File: src/rtl/mips_pkg.sv
// mips_pkg: shared word/entry types and default store-buffer depth.
package mips_pkg;
    typedef logic [31:0] word_t;
    typedef struct packed {
        word_t addr;
        word_t data;
    } sb_entry_t;
    localparam int SB_DEPTH = 4;
endpackage

File: src/rtl/sb_fwd_match.sv
// sb_fwd_match: compares a load address against every valid entry and
// returns the data of the youngest match (closest to tail).
module sb_fwd_match #(
    parameter int DEPTH  = 4,
    parameter int ADDR_W = 32,
    parameter int DATA_W = 32,
    parameter int PTR_W  = $clog2(DEPTH)
) (
    input  logic [DEPTH-1:0][ADDR_W-1:0] addr_i,
    input  logic [DEPTH-1:0][DATA_W-1:0] data_i,
    input  logic [DEPTH-1:0]             valid_i,
    input  logic [PTR_W-1:0]             tail_i,
    input  logic [ADDR_W-1:0]            ld_addr_i,
    output logic                         hit_o,
    output logic [DATA_W-1:0]            data_o
);
    logic [PTR_W-1:0] idx;

    // Walk backwards from the newest entry; the first match is the youngest.
    always_comb begin
        hit_o  = 1'b0;
        data_o = '0;
        idx    = '0;
        for (int k = 0; k < DEPTH; k++) begin
            idx = tail_i - PTR_W'(k + 1);
            if (!hit_o && valid_i[idx] && addr_i[idx] == ld_addr_i) begin
                hit_o  = 1'b1;
                data_o = data_i[idx];
            end
        end
    end
endmodule

File: src/rtl/store_buffer.sv
// store_buffer: posted-write queue draining into data_memory when no load uses the port.
// Forwarding to loads is compiled in with STORE_BUFFER_FWD_EN; otherwise a matching load stalls stores.
module store_buffer import mips_pkg::*; #(
    parameter int DEPTH  = SB_DEPTH,
    parameter int ADDR_W = 32,
    parameter int DATA_W = 32
) (
    input  logic                         clk,
    input  logic                         rst,
    input  logic                         st_valid,
    input  logic [ADDR_W-1:0]            st_addr,
    input  logic [DATA_W-1:0]            st_data,
    output logic                         st_ready,
    input  logic                         ld_valid,
    input  logic [ADDR_W-1:0]            ld_addr,
    output logic                         fwd_hit,
    output logic [DATA_W-1:0]            fwd_data,
    output logic                         mem_write,
    output logic [ADDR_W-1:0]            mem_addr,
    output logic [DATA_W-1:0]            mem_wdata,
    input  logic                         drain_req,
    output logic                         drained,
    output logic [$clog2(DEPTH+1)-1:0]   count
);
    localparam int PTR_W = $clog2(DEPTH);
    localparam int CNT_W = $clog2(DEPTH+1);

    logic [DEPTH-1:0][ADDR_W-1:0] addr_q;
    logic [DEPTH-1:0][DATA_W-1:0] data_q;
    logic [PTR_W-1:0]             head_q, head_d, tail_q, tail_d, off;
    logic [CNT_W-1:0]             count_q, count_d;
    logic [DEPTH-1:0]             valid;
    logic                         push, pop, match_hit, unused_drain_req;
    logic [DATA_W-1:0]            match_data;

    assign unused_drain_req = drain_req;
    assign pop       = (count_q != '0) && !ld_valid;
    assign push      = st_valid && st_ready;
    assign mem_write = pop;
    assign mem_addr  = (count_q != '0) ? addr_q[head_q] : '0;
    assign mem_wdata = (count_q != '0) ? data_q[head_q] : '0;
    assign drained   = count_q == '0;
    assign count     = count_q;

    // An entry is live when its distance from head is below the occupancy.
    always_comb begin
        off   = '0;
        valid = '0;
        for (int i = 0; i < DEPTH; i++) begin
            off      = PTR_W'(i) - head_q;
            valid[i] = CNT_W'(off) < count_q;
        end
    end

    sb_fwd_match #(.DEPTH(DEPTH), .ADDR_W(ADDR_W), .DATA_W(DATA_W)) u_match (
        .addr_i    (addr_q),
        .data_i    (data_q),
        .valid_i   (valid),
        .tail_i    (tail_q),
        .ld_addr_i (ld_addr),
        .hit_o     (match_hit),
        .data_o    (match_data)
    );

`ifdef STORE_BUFFER_FWD_EN
    assign st_ready = count_q != CNT_W'(DEPTH);
    assign fwd_hit  = match_hit;
    assign fwd_data = match_data;
`else
    logic unused_match_data;
    assign unused_match_data = ^match_data;
    assign st_ready = (count_q != CNT_W'(DEPTH)) && !(ld_valid && match_hit);
    assign fwd_hit  = 1'b0;
    assign fwd_data = '0;
`endif

    always_comb begin
        head_d  = head_q + PTR_W'(pop);
        tail_d  = tail_q + PTR_W'(push);
        count_d = count_q + CNT_W'(push) - CNT_W'(pop);
    end

    always_ff @(posedge clk or posedge rst) begin
        if (rst) begin
            head_q  <= '0;
            tail_q  <= '0;
            count_q <= '0;
        end else begin
            head_q  <= head_d;
            tail_q  <= tail_d;
            count_q <= count_d;
        end
    end

    always_ff @(posedge clk) begin
        if (push) begin
            addr_q[tail_q] <= st_addr;
            data_q[tail_q] <= st_data;
        end
    end
endmodule

File: config.mk
export PLATFORM = sky130hd
export DESIGN_NAME = store_buffer
export DESIGN_NICKNAME = d
export VERILOG_FILES = /design/src/rtl/mips_pkg.sv /design/src/rtl/sb_fwd_match.sv /design/src/rtl/store_buffer.sv
export SDC_FILE = /design/constraint.sdc
export NUM_CORES = 1
export LEC_CHECK = 0
export BUFFER_PORTS_ARGS = -buffer_cell sky130_fd_sc_hd__buf_2
export CORE_ASPECT_RATIO = 2
export CORE_UTILIZATION = 53
export DETAILED_ROUTE_END_ITERATION = 10
export PLACE_DENSITY = 0.77
export SYNTH_ARGS = -nofsm -noshare
export SYNTH_HDL_FRONTEND = slang
export SYNTH_SLANG_ARGS = --single-unit
File: constraint.sdc
create_clock -name clk -period 5.6 [get_ports clk]
set_clock_uncertainty 0.1 [all_clocks]
set_input_delay 0.56 -clock clk [delete_from_list [all_inputs] [get_ports clk]]
set_output_delay 0.56 -clock clk [all_outputs]
set_load 0.02 [all_outputs]
Word level (Yosys, flattened, before mapping):

Index checks and enable logic that the tools add are counted.

* input bits: 101
* logic and storage cells: 86
* register bits: 263

* equality and inequality tests: 5
* add/subtract/negate cells: 11
* reductions and logical operators: 19
* $lt $le $gt $ge: 10
* multiplexer cells: 30

Operators with widths (number)
* $bmux W32 S2: 6
* $mux W32: 9
* $bwmux W128: 2
* $eq A32 B32 Y1: 4
* $demux W32 S2: 1
* $lt A2 B3 Y1 const B: 5
* $logic_and A1 B1 Y1: 12
* $lt A2 B3 Y1: 4
* $bmux W1 S2: 4
* $mux W1: 8
* $logic_not A1 Y1: 5
* $add A2 B1 Y2: 2
* $sub A1 B2 Y2 const A: 2
* $sub A2 B2 Y2 const A: 2
* $sub A2 B2 Y2 const B: 2
* $add A3 B1 Y3: 1
* $logic_not A3 Y1: 1
* $ne A3 B3 Y1 const B: 1
* $reduce_bool A3 Y1: 1
* $sub A3 B1 Y3: 1
* $ge A2 B1 Y1 const B: 1
* $sub A2 B1 Y2 const B: 1

Depth between registers and ports, before layout:

* word-level depth: 24
* mapped depth: 22
* gate-level depth less buffers: 16

Cells and area by module:

A second synthesis with hierarchy kept.

* cells, all modules: 1563
* area, all modules: 18895.6 sq um

Modules (own cells, without submodules)
* store_buffer: cells an instance 490, instances 1, area each 10400.0 sq um, seq. area each 7862.5 sq um
* sb_fwd_match: cells an instance 1073, instances 1, area each 8495.6 sq um, seq. area each 0.0 sq um

Worst setup path after synthesis:

No wires, ideal clock.

* kind: flip-flop to flip-flop
* start point: register head_q[0]
* end point: register addr_q[0] in the netlist's numbering, enable pin
* stages on the path, launching flop included: 14
* setup time: 0.429 ns
* setup slack: 0.342 ns
* data required time: 5.071 ns
* data arrival time: 4.729 ns
* path through: dfrtp_1 > clkbuf_1 > buf_2 > clkbuf_1 > clkbuf_1 > xnor2_1 > inv_1 > ha_1 > a21oi_1 > or2_2 > mux4_2 > nand4_1 > a41o_1 > and3_1

* longest elaborated chain between the ends: 22
* elaborated cells between the ends (all ways): 34
* those cells by class: 4 x add/sub; 4 x order compare; 12 x mux; 14 x reduce/logical

RTL lines
* start: declaration: RTL line store_buffer.sv:30 `logic [PTR_W-1:0] head_q, head_d, tail_q, tail_d, off;`
* start signal: assignment: RTL line store_buffer.sv:85 `head_q <= '0;`
* start signal: assignment: RTL line store_buffer.sv:89 `head_q <= head_d;`
* $sub A1 B2 Y2 / $sub A2 B2 Y2 (equally long branches): RTL line store_buffer.sv:50 `off = PTR_W'(i) - head_q;`
* $lt A2 B3 Y1: RTL line store_buffer.sv:51 `valid[i] = CNT_W'(off) < count_q;`
* $bmux W1 S2: RTL line sb_fwd_match.sv:26 `if (!hit_o && valid_i[idx] && addr_i[idx] == ld_addr_i) begin`
* $mux W1 (implied by the code): RTL line sb_fwd_match.sv:26
* $logic_and A1 B1 Y1: RTL line sb_fwd_match.sv:26
* $mux W1: RTL line sb_fwd_match.sv:26
* $logic_not A1 Y1: RTL line sb_fwd_match.sv:26
* $logic_and A1 B1 Y1 (2 in series): RTL line sb_fwd_match.sv:26
* [4 not listed]
* $mux W1: RTL line sb_fwd_match.sv:26
* $logic_not A1 Y1: RTL line sb_fwd_match.sv:26
* $logic_and A1 B1 Y1 (2 in series): RTL line sb_fwd_match.sv:26
* $mux W1 *: RTL line sb_fwd_match.sv:26
* $logic_and A1 B1 Y1 *: RTL line store_buffer.sv:72 `assign st_ready = (count_q != CNT_W'(DEPTH)) && !(ld_valid && match_hit);`
* $logic_not A1 Y1 *: RTL line store_buffer.sv:72
* $logic_and A1 B1 Y1 *: RTL line store_buffer.sv:72
* $logic_and A1 B1 Y1 *: RTL line store_buffer.sv:38 `assign push = st_valid && st_ready;`
* end signal: indexed assignment: RTL line store_buffer.sv:97 `addr_q[tail_q] <= st_addr;`
* end: declaration: RTL line store_buffer.sv:28 `logic [DEPTH-1:0][ADDR_W-1:0] addr_q;`

Every way passes the cells marked *; elsewhere a longest branch is shown, timed or not. The select of a mux whose other input is x is not followed.
A chain may end at the register's enable or synchronous reset.

Worst setup path in the final report:

* start point: register tail_q[0]
* end point: output st_ready

* longest elaborated chain between the ends: 21
* elaborated cells between the ends (all ways): 40
* those cells by class: 3 x add/sub; 4 x eq/ne; 20 x mux; 13 x reduce/logical

RTL lines
* start: declaration: RTL line store_buffer.sv:30
* start signal: assignment: RTL line store_buffer.sv:90 `tail_q <= tail_d;`
* $sub A2 B1 Y2: RTL line sb_fwd_match.sv:25 `idx = tail_i - PTR_W'(k + 1);`
* $bmux W32 S2: RTL line sb_fwd_match.sv:26
* $mux W32 (implied by the code): RTL line sb_fwd_match.sv:26
* $eq A32 B32 Y1: RTL line sb_fwd_match.sv:26
* $logic_and A1 B1 Y1: RTL line sb_fwd_match.sv:26
* $mux W1: RTL line sb_fwd_match.sv:26
* $logic_not A1 Y1: RTL line sb_fwd_match.sv:26
* $logic_and A1 B1 Y1 (2 in series): RTL line sb_fwd_match.sv:26
* [2 not listed]
* $logic_and A1 B1 Y1 (2 in series): RTL line sb_fwd_match.sv:26
* $mux W1: RTL line sb_fwd_match.sv:26
* $logic_not A1 Y1: RTL line sb_fwd_match.sv:26
* $logic_and A1 B1 Y1 (2 in series): RTL line sb_fwd_match.sv:26
* $mux W1 *: RTL line sb_fwd_match.sv:26
* $logic_and A1 B1 Y1 *: RTL line store_buffer.sv:72
* $logic_not A1 Y1 *: RTL line store_buffer.sv:72
* $logic_and A1 B1 Y1 *: RTL line store_buffer.sv:72
* end: declaration: RTL line store_buffer.sv:13 `output logic st_ready,`

Marked as above.

==> impl_summary.txt <==
----------------------------------------------------
[STA]
  Highest clock frequency the design can meet ... between 0.2 and 0.25 GHz
  Headroom to the max-slew limit ... 28.0%
  Final number of max-transition violations ... 0
  Number of hold violations in the final report ... 0
  Period utilization ... between 80% and 90%
  Slew of the pin with the lowest slew margin ... approximately 1100 ps
  RSZ-0062 raised after global routing ... no
  Setup-failing EPs final ... 0
  Final total negative setup slack ... 0 ps
  Period minus WS final ... roughly 5000 ps

[GRT]
  Total routing resource utilization after global routing ... approximately 25%
  Wire length of the first global-routing pass ... about 52 mm
  Number of antenna violations at the first check in global routing ... 6
  Remaining global-route overflow ... 0
  Pin count of the biggest net entering global routing ... between 60 and 70
  Number of global-route vias before repair ... 8,776

[Yosys]
  Count of flip-flops with a built-in enable after synthesis ... about 260
  Total of flip-flops plus latches after synthesis ... approximately 260
  Number of cells produced by synthesis ... 867
  Post-synth design cell area ... about 0.015 mm^2
  Synth async-reset ratio ... between 2 and 3%
  Unique cell type count in the Yosys netlist ... 27
  Ys flop type ... edfxtp_1
  Total of warnings raised by yosys ... 0
  Seq/Total Area, Yosys ... 52.2%
  Average cell area after synthesis ... roughly 17 um^2
  Post-synth top area share ... approximately half
  Leading cell types by total area after synthesis ... edfxtp_1, mux4_2, xnor2_1
  Cell type contributing the most total cell area after synthesis ... edfxtp_1

[Clocking]
  Clock slew at reported path FFs ... roughly 70 ps
  CTS tree ... done
  Number of clock buffers inserted by TritonCTS ... 24
  Number of post-CTS setup repair buffers ... 0
  Clock Latency Late Sink ... 530 ps
  Sinks on Clock Net ... between 200 and 300
  Clk root buf ... clkbuf_16
  H-tree Lvls ... 1
  Maximum buffer depth of the clock tree ... 3

[Floorplanning]
  Initial core utilization ... roughly 54%
  Count of boundary I/O pins ... 204
  Die Area ... just under 0.03 mm^2
  Die X ... roughly 120 um
  Die outline height ... roughly 240 um
  Std cell rows ... between 80 and 90
  Area of the placeable core ... 0.0281 mm^2

[Layout]
  Fill cell count ... approximately 2.1k
  Fraction of layout cells with a size suffix above 1 ... between 40 and 50%
  Final-stage net count ... between 1k and 1.5k
  Final Core Density ... between 60% and 70%
  Area Growth Syn to Fin ... 12.3%
  Final instance area ... around 0.017 mm^2
  Cell Count, Final, Fillers Out ... 1,377

[Worst hold path]
  Terminating pin of the worst hold path ... addr_q[103]$_DFFE_PP_
  Hold path cells ... 1
  Launch instance of the worst min-delay path ... st_addr[7]
  Worst hold path type ... in2reg

[Power and ir drop]
  Static leakage ... ~5.6 nW
  Pwr per Cell Area ... roughly 600 mW/mm^2
  Total power ... a little over 0.01 W
  Worst voltage drop across the vdd grid ... approximately 0.43 mV

[Critical path]
  Category of the worst setup path launch point ... flip-flop
  Required time at the endpoint of the critical path ... a little under 5000 ps
  Kind of end point of the critical path ... primary output
  Critical path fanouts, max ... 17
  Setup slack, reg-to-reg ... just over 800 ps
  Count of cells along the worst register-to-register path ... 16
  R2r endpoint ... count[2]$_DFF_PP0_
  Critical path class ... reg2out
  Worst Path Arrival ... about 4200 ps
  FF-to-FF Start ... tail_q[0]$_DFF_PP0_

[Run]
  Number of maximum-capacitance violations ... 0

[Status]
  Result of the run ... complete, no violations

[Placement]
  Cell area reported after detailed placement ... ~0.016 mm^2
  RePlAce Congestion ... roughly 0.85
  Number of cells after detailed placement ... approximately 1.3k
  Detailed Place HPWL ... between 20 and 25 mm
  Port Buffers ... 169

[Route]
  DRC ... 0
  Vias post-DR ... around 8.6k
  First-pass iteration count of the detailed router ... 5
  Antenna viol nets, final ... 0
  Routed length per instance ... between 20 and 30 um
  Via count normalized by instance count ... 6.22
  Drt total wl ... 34.6 mm
  DRC violation total after the first TritonRoute iteration ... 643

----------------------------------------------------
-- per-stage QoR --
step           setup WS (ps)  hold WS (ps)
5_1_grt                  534           125
3_3_place_gp             956           401
6_report                 715           137
3_5_place_dp             899           404
4_1_cts                  744           115
2_1_floorplan            342           263
-- cells by family (layout without fill, tap and decap cells) --
family                   after synthesis  after routing  synth area share [%]
flip-flops                           263            263                  52.2
multiplexers                         196            196                  29.3
XOR/XNOR                             133            133                  7.73
AND/OR/NAND/NOR                      129            129                  5.13
buffers and inverters                126            243                  4.30
adder cells (fa/ha/maj)               13             13                  1.13
AO/OA/AOI/OAI                          6              6                 0.249
other                                  1             38                0.0249
-- worst max-delay path by stage --
stage                        start                   to  slack, ps  cells after the start
4_1_cts        tail_q[0]$_DFF_PP0_             st_ready        740                     11
3_5_place_dp   tail_q[0]$_DFF_PP0_   count[2]$_DFF_PP0_        900                     17
2_1_floorplan  head_q[0]$_DFF_PP0_  addr_q[0]$_DFFE_PP_        340                     13
6_report       tail_q[0]$_DFF_PP0_             st_ready        720                     10
3_3_place_gp   tail_q[0]$_DFF_PP0_   count[2]$_DFF_PP0_        960                     17
5_1_grt        tail_q[0]$_DFF_PP0_             st_ready        530                     11
-- power breakdown --
group	internal, W	switching (W)	total [W]
Combinational	0.00282	0.00299	0.00581
Clock	0.000916	0.000724	0.00164
Sequential	0.00262	0.000319	0.00294
-- final cells by class --
class	instances	area [um^2]	area share, %
multi-input combinational	510	6700	39.5
timing repair buffer	191	1080	6.35
sequential	263	7880	46.5
clock inverter	15	156	0.924
inverter	10	37.5	0.222
clock buffer	27	633	3.74
antenna	5	12.5	0.0739
tap	356	445	2.63
-- layer usage --
layer	global-route usage, %	part of all wire [%]
met4	16.7	6.8
met1	27.5	34
met3	3.68	5.4
met2	43.0	54
met5	0	0.040
-- state kept, by name, indices dropped and copies added, names as in the netlist --
register	count
addr_q	128
head_q	2
tail_q	2
data_q	128
count	3
-- cell usage in the layout (no fill, tap or decap), types with 5 or more instances in the layout --
cell type	instances
clkbuf_16	25
buf_2	169
edfxtp_1	256
buf_12	5
clkinv_2	6
xnor2_1	131
ha_1	11
mux4_2	196
buf_4	16
nor2_1	10
inv_1	10
conb_1	33
nand4_1	36
diode_2	5
nor2b_1	64
-- repair_timing --
item,4_1_cts,5_1_grt
endpoints found under the hold margin,7,0
resized for setup,0,0
hold buffers,1,0
-- worst max-delay path, cell delays in order (launching register included) --
cell and delay (ps):
dfrtp_4 570, inv_1 140, ha_2 640, mux4_2 380
xnor2_1 460, nand4_1 340, nor4_1 350, nand4_1 160
a41o_1 290, and2_1 190, buf_2 160
-- synthesized netlist by cell type (2+ instances only) --
cell type / instances
a21oi_1: 4
and2_1: 3
and3_1: 4
buf_1: 18
buf_2: 17
buf_4: 37
buf_6: 2
clkbuf_1: 42
dfrtp_1: 7
edfxtp_1: 256
ha_1: 12
inv_1: 10
mux4_2: 196
nand2_1: 3
nand4_1: 36
nor2_1: 10
nor2b_1: 64
nor4_1: 4
or2_2: 3
xnor2_1: 131
xor2_1: 2
Note: power is estimated with default switching activity, not from simulation.
